### src/rtl/gpio_capture_fifo.sv
`default_nettype none
// ============================================================================
// Module   : gpio_capture_fifo
// Purpose  : Watches the processor GPIO write port and captures only writes
//            whose address lies inside [BASE, LIMIT]. Accepted samples are
//            queued in a circular FIFO and drained over a valid/ready stream.
//            The block also reports overflow, counts captured samples and
//            raises done at the end of a run.
// Config   : GPIO_CAPTURE_OFFSET_EN - when defined, each entry also stores
//            (GPIOaddr - BASE) and out_offset presents it. When undefined,
//            out_offset is tied to 0.
// Ports    : clk, rst (async, active-low)
//            capture_en, GPIOaddr, GPIO, GPIOEn - GPIO write snoop
//            out_data, out_offset, out_valid, out_ready - output stream
//            captured, overflow, done - run status
// Revision : 1.0 - initial release
// ============================================================================
module gpio_capture_fifo #(
    parameter int DATA_W = 8,
    parameter int ADDR_W = 32,
    parameter int BASE   = 152100,
    parameter int LIMIT  = 304199,
    parameter int DEPTH  = 16,
    parameter int TOTAL  = 152100,
    parameter int CNT_W  = 20
) (
    input  logic              clk,
    input  logic              rst,
    input  logic              capture_en,
    input  logic [ADDR_W-1:0] GPIOaddr,
    input  logic [DATA_W-1:0] GPIO,
    input  logic              GPIOEn,
    output logic [DATA_W-1:0] out_data,
    output logic [ADDR_W-1:0] out_offset,
    output logic              out_valid,
    input  logic              out_ready,
    output logic [CNT_W-1:0]  captured,
    output logic              overflow,
    output logic              done
);

    localparam int                c_PTR_W = $clog2(DEPTH);
    localparam logic [ADDR_W-1:0] c_BASE  = ADDR_W'(BASE);
    localparam logic [ADDR_W-1:0] c_LIMIT = ADDR_W'(LIMIT);
    localparam logic [CNT_W-1:0]  c_TOTAL = CNT_W'(TOTAL);
    localparam logic [c_PTR_W:0]  c_DEPTH = (c_PTR_W + 1)'(DEPTH);

    logic [DATA_W-1:0]  r_mem_data [DEPTH];
    logic [c_PTR_W-1:0] r_wr_ptr;
    logic [c_PTR_W-1:0] r_rd_ptr;
    logic [c_PTR_W:0]   r_count;
    logic [CNT_W-1:0]   r_captured;
    logic               r_overflow;

    logic w_in_window;
    logic w_qualified;
    logic w_full;
    logic w_pop;
    logic w_push;
    logic w_drop;

    assign w_in_window = (GPIOaddr >= c_BASE) && (GPIOaddr <= c_LIMIT);
    // Once the run is complete, in-window writes are ignored silently: they
    // are not qualified, so they can never be counted as drops.
    assign w_qualified = GPIOEn && capture_en && w_in_window && (r_captured < c_TOTAL);
    assign w_full      = (r_count == c_DEPTH);
    assign w_pop       = out_valid && out_ready;
    // A full FIFO still accepts a write when the head leaves in the same cycle.
    assign w_push      = w_qualified && (!w_full || w_pop);
    assign w_drop      = w_qualified && !w_push;

    always_ff @(posedge clk or negedge rst) begin
        if (!rst) begin
            r_wr_ptr   <= '0;
            r_rd_ptr   <= '0;
            r_count    <= '0;
            r_captured <= '0;
            r_overflow <= 1'b0;
        end else begin
            if (w_push) begin
                r_wr_ptr   <= r_wr_ptr + 1'b1;
                r_captured <= r_captured + 1'b1;
            end
            if (w_pop) begin
                r_rd_ptr <= r_rd_ptr + 1'b1;
            end
            case ({w_push, w_pop})
                2'b10:   r_count <= r_count + 1'b1;
                2'b01:   r_count <= r_count - 1'b1;
                default: r_count <= r_count;
            endcase
            if (w_drop) begin
                r_overflow <= 1'b1;
            end
        end
    end

    // Storage needs no reset: every read is gated by a non-zero occupancy,
    // so a reset that clears the pointers also hides every stale entry.
    always_ff @(posedge clk) begin
        if (w_push) begin
            r_mem_data[r_wr_ptr] <= GPIO;
        end
    end

    assign out_valid = (r_count != '0);
    assign out_data  = out_valid ? r_mem_data[r_rd_ptr] : '0;
    assign captured  = r_captured;
    assign overflow  = r_overflow;
    // No pushes happen after captured reaches TOTAL, so once the FIFO has
    // drained this term holds until reset.
    assign done      = (r_captured == c_TOTAL) && (r_count == '0);

`ifdef GPIO_CAPTURE_OFFSET_EN
    logic [ADDR_W-1:0] r_mem_offset [DEPTH];
    logic [ADDR_W-1:0] w_offset;

    // The window check guarantees GPIOaddr >= BASE, so this never wraps.
    assign w_offset = GPIOaddr - c_BASE;

    always_ff @(posedge clk) begin
        if (w_push) begin
            r_mem_offset[r_wr_ptr] <= w_offset;
        end
    end

    assign out_offset = out_valid ? r_mem_offset[r_rd_ptr] : '0;
`else
    assign out_offset = '0;
`endif

endmodule
`default_nettype wire

### config.mk
export PLATFORM = sky130hd
export DESIGN_NAME = gpio_capture_fifo
export DESIGN_NICKNAME = d
export VERILOG_FILES = /design/src/rtl/gpio_capture_fifo.sv
export SDC_FILE = /design/constraint.sdc
export NUM_CORES = 1
export LEC_CHECK = 0
export BUFFER_PORTS_ARGS = -buffer_cell sky130_fd_sc_hd__buf_2
export CORE_ASPECT_RATIO = 1.25
export CORE_MARGIN = 10
export CORE_UTILIZATION = 31
export CTS_CLUSTER_DIAMETER = 80
export DETAILED_ROUTE_END_ITERATION = 10
export PLACE_DENSITY = 0.46
export SETUP_SLACK_MARGIN = 0.02
export SLEW_MARGIN = 20
export SYNTH_ARGS = -nofsm -noshare
export SYNTH_HDL_FRONTEND = slang
export SYNTH_SLANG_ARGS = --single-unit
### constraint.sdc
create_clock -name clk -period 5.3 [get_ports clk]
set_input_delay 1.06 -clock clk [delete_from_list [all_inputs] [get_ports clk]]
set_output_delay 1.06 -clock clk [all_outputs]
set_load 0.005 [all_outputs]
# Word-level counts from Yosys, hierarchy flattened
# Memories as Yosys holds them, arrays and structs flattened.
# Index checks and enable logic that the tools add are counted.
[op_classes]
muxes = 4
eq_ne = 4
n_addsub = 5
order_cmp = 3
reduce_logical = 14
[op_table]
columns = ["op", "count"]
rows = [
  ["$ge 32x18->1 const B", 1],
  ["$le 32x19->1 const B", 1],
  ["$add 20x1->20 const B", 1],
  ["$eq 20x18->1 const B", 1],
  ["$lt 20x18->1 const B", 1],
  ["$pmux 5 s2", 1],
  ["$add 4x1->4 const B", 2],
  ["$logic_and 1x1->1", 8],
  ["$mux 8", 1],
  ["$add 5x1->5 const B", 1],
  ["$eq 5x5->1 const B", 1],
  ["$logic_not 5->1", 1],
  ["$reduce_bool 5->1", 1],
  ["$sub 5x1->5 const B", 1],
  ["$eq 2x1->1 const B", 1],
  ["$eq 2x2->1 const B", 1],
  ["$logic_not 1->1", 2],
  ["$mux 1", 2],
  ["$reduce_bool 2->1", 1],
  ["$logic_or 1x1->1", 1],
]
[word_totals]
output_inout_bits = 63
mem_count = 1
ramBits = 128
reg_bits = 34
word_cells = 36
[memory_table]
columns = ["name", "words", "word_bits", "rd", "rd_ports_with_merged_regs", "write_ports", "line_no", "text"]
rows = [
  ["r_mem_data", 16, 8, 1, 0, 1, "48", "logic [DATA_W-1:0] r_mem_data [DEPTH];"],
]

# Depth between registers and ports, before layout
# Gate-level depths: netlist of the first run.
[depth]
depth_word = 7
ltp_mapped = 13
mapped_depth_nobuf = 12

# Worst setup path before layout of the first run
# OpenSTA, ideal clock, no wires.
[synth_timing]
path_type = "input to register"
start = "input GPIOaddr[9]"
end = "register r_count[4]"
path_slack_ps = 1513
required_time_ps = 5177
t_arrival_ps = 3665
cell_stages = 11
setup_time_ps = 123
path_buffers = 0
path_cell_list = "or2_1 a2111oi_2 a211oi_2 and4_1 nor2_1 fa_1 a21o_1 a21oi_1 a2111oi_0 nand4_1 o221a_2"
[synth_via]
elab_chain_len = 7
elab_cells_between_ends = 10
[synth_rtl]
columns = ["item", "line_no", "text"]
rows = [
  ["from (decl)", "30", "input logic [ADDR_W-1:0] GPIOaddr,"],
  ["$ge 32x18->1 or $le 32x19->1 (tied branches)", "62", "assign w_in_window = (GPIOaddr >= c_BASE) && (GPIOaddr <= c_LIMIT);"],
  ["$logic_and 1x1->1 (*)", "62", ""],
  ["$logic_and 1x1->1 (*) (2 in a row)", "65", "assign w_qualified = GPIOEn && capture_en && w_in_window && (r_captured < c_TOTAL);"],
  ["$logic_and 1x1->1 (*)", "69", "assign w_push = w_qualified && (!w_full || w_pop);"],
  ["$eq 2x1->1 or $eq 2x2->1 (tied branches)", "87", "case ({w_push, w_pop})"],
  ["$pmux 5 s2 or $reduce_bool 2->1 (tied branches)", "--", ""],
  ["to (signal assigned)", "88", "2'b10: r_count <= r_count + 1'b1;"],
  ["to (signal assigned)", "89", "2'b01: r_count <= r_count - 1'b1;"],
  ["to (signal assigned)", "90", "default: r_count <= r_count;"],
  ["to (decl)", "51", "logic [c_PTR_W:0] r_count;"],
]
# Every way passes the cells marked *; elsewhere a longest branch is shown, timed or not.
# A chain may end at the register's enable or synchronous reset.

# Worst setup path after layout of the first run
[layout_timing]
start = "register r_rd_ptr[0]"
end = "output out_data[0]"
[layout_via]
elab_chain_len = 2
[layout_rtl]
columns = ["item", "line_no", "text"]
rows = [
  ["from (decl)", "50", "logic [c_PTR_W-1:0] r_rd_ptr;"],
  ["from (signal assigned)", "85", "r_rd_ptr <= r_rd_ptr + 1'b1;"],
  ["$mem_v2 16x8", "--", ""],
  ["$mux 8", "107", "assign out_data = out_valid ? r_mem_data[r_rd_ptr] : '0;"],
  ["to (decl)", "33", "output logic [DATA_W-1:0] out_data,"],
]
# No other way between the ends.

==> results of run 1 <==
[power by group]
part	total, uW	leakage, uW	internal, uW	switching, uW
clock	1360	0.000312	843	518
sequential	1580	0.00158	1410	168
combinational	805	0.00131	486	320
[routing by layer]
layer  track usage (%)  part of all wire, %
met1              14.5                   43
met5                 0                    0
met4              3.89                  1.4
met2              20.9                   51
met3              3.21                  5.1
[through the flow]
stage / total power, uW / cells / util [%]
finish: 3740 / 843 / 36.4
detailed placement: 2440 / 811 / 33.7
global route: 3940 / 843 / 36.4
CTS: 3800 / 843 / 36.4
global placement: 2430 / 811 / 33.7
floorplan: 2150 / 490 / -
[cell usage after synthesis, drive strengths merged (2+ instances only)]
cell     number  area (sq um)
nand2        14          52.6
mux4         40           901
xnor2        12           105
o21ai         4          20.0
ha           10           125
a2111oi       2          23.8
inv          12          45.0
a211oi        4          40.0
and2         10          65.1
a2bb2oi       2          17.5
and3         17           108
nor2         15          56.3
nor2b         4          25.0
nand3        16          80.1
buf          40           294
dfrtp        34           851
clkbuf       11          41.3
o211ai        2          15.0
nor3         11          66.3
xor2         13           114
and4          2          17.5
a21o          3          22.5
a21oi         4          23.8
nor4         14           125
nor4b         3          26.3
edfxtp      128          3840
o221a         2          22.5
nand4        11          75.1
[area by class of cell]
type	instances	area share, %
clock buffers	17	4.94
clock inverters	15	2.66
inverters	12	0.523
multi-input cells	265	28.3
flip-flops and latches	162	54.5
well taps	292	4.24
repair buffers	80	4.79
[worst max-delay path: stages (launching register included)]
cell and delay (ps):
sky130_fd_sc_hd__dfrtp_2 700, sky130_fd_sc_hd__buf_4 400, sky130_fd_sc_hd__mux4_2 560, sky130_fd_sc_hd__mux4_2 490
sky130_fd_sc_hd__and2_1 170, sky130_fd_sc_hd__buf_2 130
[flip-flops by register name (all words and copies together) (netlist names)]
signal and flops:
r_wr_ptr 4, r_rd_ptr 4, r_count 5, r_mem_data 128
overflow 1, captured 20
[path summary, 6_finish.rpt]
path                       slack, ps  cells after the start         start            to
setup / recovery                1360                      5   r_rd_ptr[0]   out_data[0]
hold / removal                   440                      0  captured[19]  captured[19]
setup reg to reg                1480                     11  captured[18]    r_count[4]
hold reg to reg                  440                      0  captured[19]  captured[19]
max in group asynchronous       4000                      1           rst   r_rd_ptr[1]
min in group asynchronous        710                      1           rst   captured[4]
[cell families after synthesis]
family | after synthesis | synth area share [%]
AOI/OAI and AO/OA | 33 | 3.84
xor gates and xnor gates | 25 | 2.96
adders and majority gates | 11 | 1.96
and+or+nand+nor | 122 | 9.94
other | 1 | 0.0507
DFF | 162 | 63.4
buffers and inverters | 63 | 5.14
muxes | 42 | 12.7
==> results.py, run 1 <==
metrics = {
    "floorplanning": {
        "pin_count": 108,
        "overall_die_area_sq_um": 30500,
        "core_area_sq_um": 23600,
        "dieWidth_um": 158,
        "core.rowCount": 63,
        "die_h_um": 193,
        "start_util_pct": 31.3,
    },
    "synth": {
        "flip_flop_cell_with_the_highest_count_after_synthesis": "sky130_fd_sc_hd__edfxtp_1",
        "async_flop_share_pct": 21.0,
        "mappedNetlistArea_sq_um": 7400,
        "yosysUniqueCellTypes": 59,
        "synth_enable_flop_cells": 128,
        "netlist_instances": 459,
        "synth.yosys.warnings": 0,
        "fraction_of_the_yosys_area_taken_by_sequential_cells_pct": 63.4,
        "yosys_register_bits": 162,
        "syn_avg_cell_area_sq_um": 16.1,
    },
    "clock_network": {
        "cts_tree": "yes",
        "cts_buffers": 17,
        "postCtsHoldBufs": 0,
        "ctsResizeCount": 0,
        "tritoncts_num_sinks": 162,
        "clock_path_buffers": 2,
        "clock_insertion_delay_worst_skew_ps": 430,
        "clock_tree.htree_level_count": 4,
        "cts_setup_buffers": 0,
        "clk_transition_reported_paths_ps": 70,
        "clock-root-buffer": "sky130_fd_sc_hd__clkbuf_16",
    },
    "timing": {
        "final-max-slew-violation-count": 0,
        "fin_worst_hold_slack_ps": 438,
        "post-route-period-util_pct": 74.4,
        "finalSetupTns_ps": 0,
        "final_critical_path_setup_slack_ps": 1360,
        "final.setup_skew_ps": 14.8,
        "worst-slew-pin-transition_ps": 923,
        "fmax_mhz": 254,
        "final_hold_viol_count": 0,
        "rsz_0062_raised_after_global_routing": "no",
        "slew_headroom_pct": 38.4,
        "post-route-min-period_ps": 3940,
        "final-setup-viol-count": 0,
    },
    "flow_run": {
        "count_of_max_cap_constraint_violations": 0,
    },
    "routing": {
        "detailroute.via_count": 4144,
        "detail_route.wirelength_um": 17800,
        "viasPerCell": 4.92,
        "drt_pass1_iterations": 4,
        "drt_drc_violations_left": 0,
        "route.antenna.remaining_nets": 0,
        "wl_per_cell_um": 21.1,
        "drt-initial-drc-count": 183,
    },
    "final_layout": {
        "n_antenna_cell": 0,
        "postLayoutCellArea_sq_um": 8620,
        "area.sequential_sq_um": 4700,
        "layout_commonest_cell": "sky130_fd_sc_hd__edfxtp_1",
        "final_cell_mix": "sky130_fd_sc_hd__edfxtp_1, sky130_fd_sc_hd__buf_2, sky130_fd_sc_hd__mux4_2",
        "multi_input_comb_area_sq_um": 2440,
        "nFillCells": 2286,
        "areaGrowthSynthToFinish_pct": 16.4,
        "final_net_count": 594,
        "layout-drive-gt1-share_pct": 31.8,
    },
    "grt": {
        "grt_antenna_before_repair": 1,
        "gr-total-overflow": 0,
        "first_global_vias": 4668,
        "global_route_wire_length_before_repair_um": 27900,
        "grt_start_max_net_pins": 36,
        "global_route.usage.total_pct": 12.2,
    },
    "power": {
        "power.ir.vdd_worst_uv": 330,
        "power_per_cell_area_nw_per_um2": 434,
        "cellLeakagePower_uw": 0.00320,
    },
    "critical_path": {
        "worst-endpoint-arrival_ps": 2880,
        "critPathKind": "flip-flop to output pin",
        "critPathMaxFanout": 15,
        "worst_setup_path_start_kind": "flip-flop",
        "required_ps": 4240,
        "critical_path_endpoint_category": "output pin",
    },
    "run_status": {
        "run_status": "complete, no violations",
    },
    "placed_design": {
        "globalplace.congestion": 0.800,
        "dp.final_hpwl_um": 12200,
        "detailed_place.area_sq_um": 7960,
        "post-place-ws_ps": 988,
        "io_buffer_count": 75,
    },
    "hold_path": {
        "worstHoldPathType": "flip-flop to flip-flop",
    },
}
(Power assumes the default switching activity.)
==> run 2, diff against run 1 <==
Clock period 5.3 ns to 3.9 ns, I/O delays scaled along.
==> results.py, run 2 (synthesis results as in run 1) <==
metrics = {
    "critical_path": {
        "timing.critical_path.cells": "buf_4 -> mux4_2 -> mux4_2 -> and2_1 -> buf_2",
        "critPathKind": "flip-flop to output pin",
        "worst-endpoint-arrival_ps": 2750,
        "worst_setup_path_start_kind": "flip-flop",
        "critical_path_endpoint_category": "output pin",
        "critical_path.most_common_cell": "sky130_fd_sc_hd__mux4_2",
        "critPathMaxFanout": 13,
        "required_ps": 3120,
        "cp_num_buf_inv": 2,
        "slowest_stage": "sky130_fd_sc_hd__dfrtp_2",
        "crit_path_max_incr_delay_ps": 680,
        "crit_family": "multiplexers",
    },
    "grt": {
        "gr-total-overflow": 0,
        "grt_antenna_before_repair": 0,
        "global_route_wire_length_before_repair_um": 27200,
        "grt_start_max_net_pins": 36,
        "global_route.usage.total_pct": 11.8,
        "first_global_vias": 4632,
    },
    "power": {
        "cellLeakagePower_uw": 0.00323,
        "power_per_cell_area_nw_per_um2": 564,
        "power.ir.vdd_worst_uv": 312,
    },
    "final_layout": {
        "n_antenna_cell": 0,
        "final_cell_mix": "sky130_fd_sc_hd__edfxtp_1, sky130_fd_sc_hd__buf_2, sky130_fd_sc_hd__mux4_2",
        "largest-register": "r_mem_data",
        "layout-drive-gt1-share_pct": 32.5,
        "flip_flop_count_of_the_largest_register_all_copies_and_words_added": 128,
        "nFillCells": 2286,
        "areaGrowthSynthToFinish_pct": 16.5,
        "postLayoutCellArea_sq_um": 8620,
        "layout_commonest_cell": "sky130_fd_sc_hd__edfxtp_1",
        "final_net_count": 606,
    },
    "timing": {
        "final_hold_viol_count": 0,
        "final.setup_skew_ps": 13.0,
        "post-route-period-util_pct": 90.5,
        "worst-slew-pin-transition_ps": 799,
        "post-route-min-period_ps": 3530,
        "final-setup-viol-count": 0,
        "fmax_mhz": 283,
        "finalSetupTns_ps": 0,
        "rsz_0062_raised_after_global_routing": "no",
        "final-max-slew-violation-count": 0,
        "fin_worst_hold_slack_ps": 428,
        "slew_headroom_pct": 46.8,
    },
    "routing": {
        "viasPerCell": 4.89,
        "detailroute.via_count": 4177,
        "drt_pass1_iterations": 4,
        "drt_drc_violations_left": 0,
        "drt-initial-drc-count": 228,
        "detail_route.wirelength_um": 17200,
        "wl_per_cell_um": 20.1,
        "route.antenna.remaining_nets": 0,
    },
    "clock_network": {
        "tritoncts_num_sinks": 162,
        "postCtsHoldBufs": 0,
        "clk_transition_reported_paths_ps": 70,
        "cts_tree": "yes",
        "clock-root-buffer": "sky130_fd_sc_hd__clkbuf_16",
        "ctsResizeCount": 0,
        "cts_buffers": 17,
        "clock_insertion_delay_worst_skew_ps": 420,
        "clock_path_buffers": 2,
        "cts_setup_buffers": 0,
        "clock_tree.htree_level_count": 4,
    },
    "floorplanning": {
        "dieWidth_um": 158,
        "overall_die_area_sq_um": 30500,
        "die_h_um": 193,
        "core.rowCount": 63,
        "start_util_pct": 31.3,
        "pin_count": 108,
        "core_area_sq_um": 23600,
    },
    "placed_design": {
        "dp.final_hpwl_um": 12400,
        "globalplace.congestion": 0.768,
        "io_buffer_count": 75,
        "detailed_place.area_sq_um": 8060,
    },
    "flow_run": {
        "count_of_max_cap_constraint_violations": 0,
    },
    "run_status": {
        "run_status": "complete, no violations",
    },
    "hold_path": {
        "worstHoldPathType": "input port to async pin",
    },
}
run 2: cell count changes in the layout (fill, tap and decap cells not counted), sizes merged:
cell      before  now
clkinvlp       3    1
inv           16   18
clkinv         3    6
bufinv         5    1
buf           80   92
clkbuf        17   18
run 2: through the flow:
stage               total power (uW)  std cells  setup slack, ps  util [%]
global placement                3320        823              172      34.1
finish                          4860        855              370      36.5
detailed placement              3350        823            -6.57      34.1
CTS                             4940        855              273      36.5
global route                    5110        855             43.6      36.5
floorplan                       2930        490              393         -
run 2: final timing paths:
kind / start / endpoint / slack, ps / cells past startpoint
min reg2reg: captured[19] / captured[19] / 430 / 0
min: rst / captured[4] / 430 / 1
min in group clk: captured[19] / captured[19] / 430 / 0
max reg2reg: captured[18] / r_count[4] / 400 / 12
max: r_rd_ptr[0] / out_data[5] / 370 / 5
max in group asynchronous: rst / r_rd_ptr[0] / 2900 / 1
run 2: power by group:
part           total [uW]  switching (uW)  internal [uW]
registers            2060             142           1910
logic                1220             533            690
clock network        1580             694            888
total                4860            1370           3490
run 2: layout make-up:
class	count	area [sq um]	share of cell area [%]
Multi-Input combinational cell	265	2440	28.3
Clock buffer	18	429	4.98
Sequential cell	162	4700	54.5
Timing Repair Buffer	92	515	5.98
Clock inverter	14	128	1.48
Inverter	12	45.0	0.522
Tap cell	292	365	4.24
run 2: routing by layer:
layer | track usage (%) | routed length [um]
met1 | 14.0 | 7210
met2 | 20.1 | 8910
met3 | 3.43 | 853
met4 | 3.46 | 207
met5 | 0 | 0
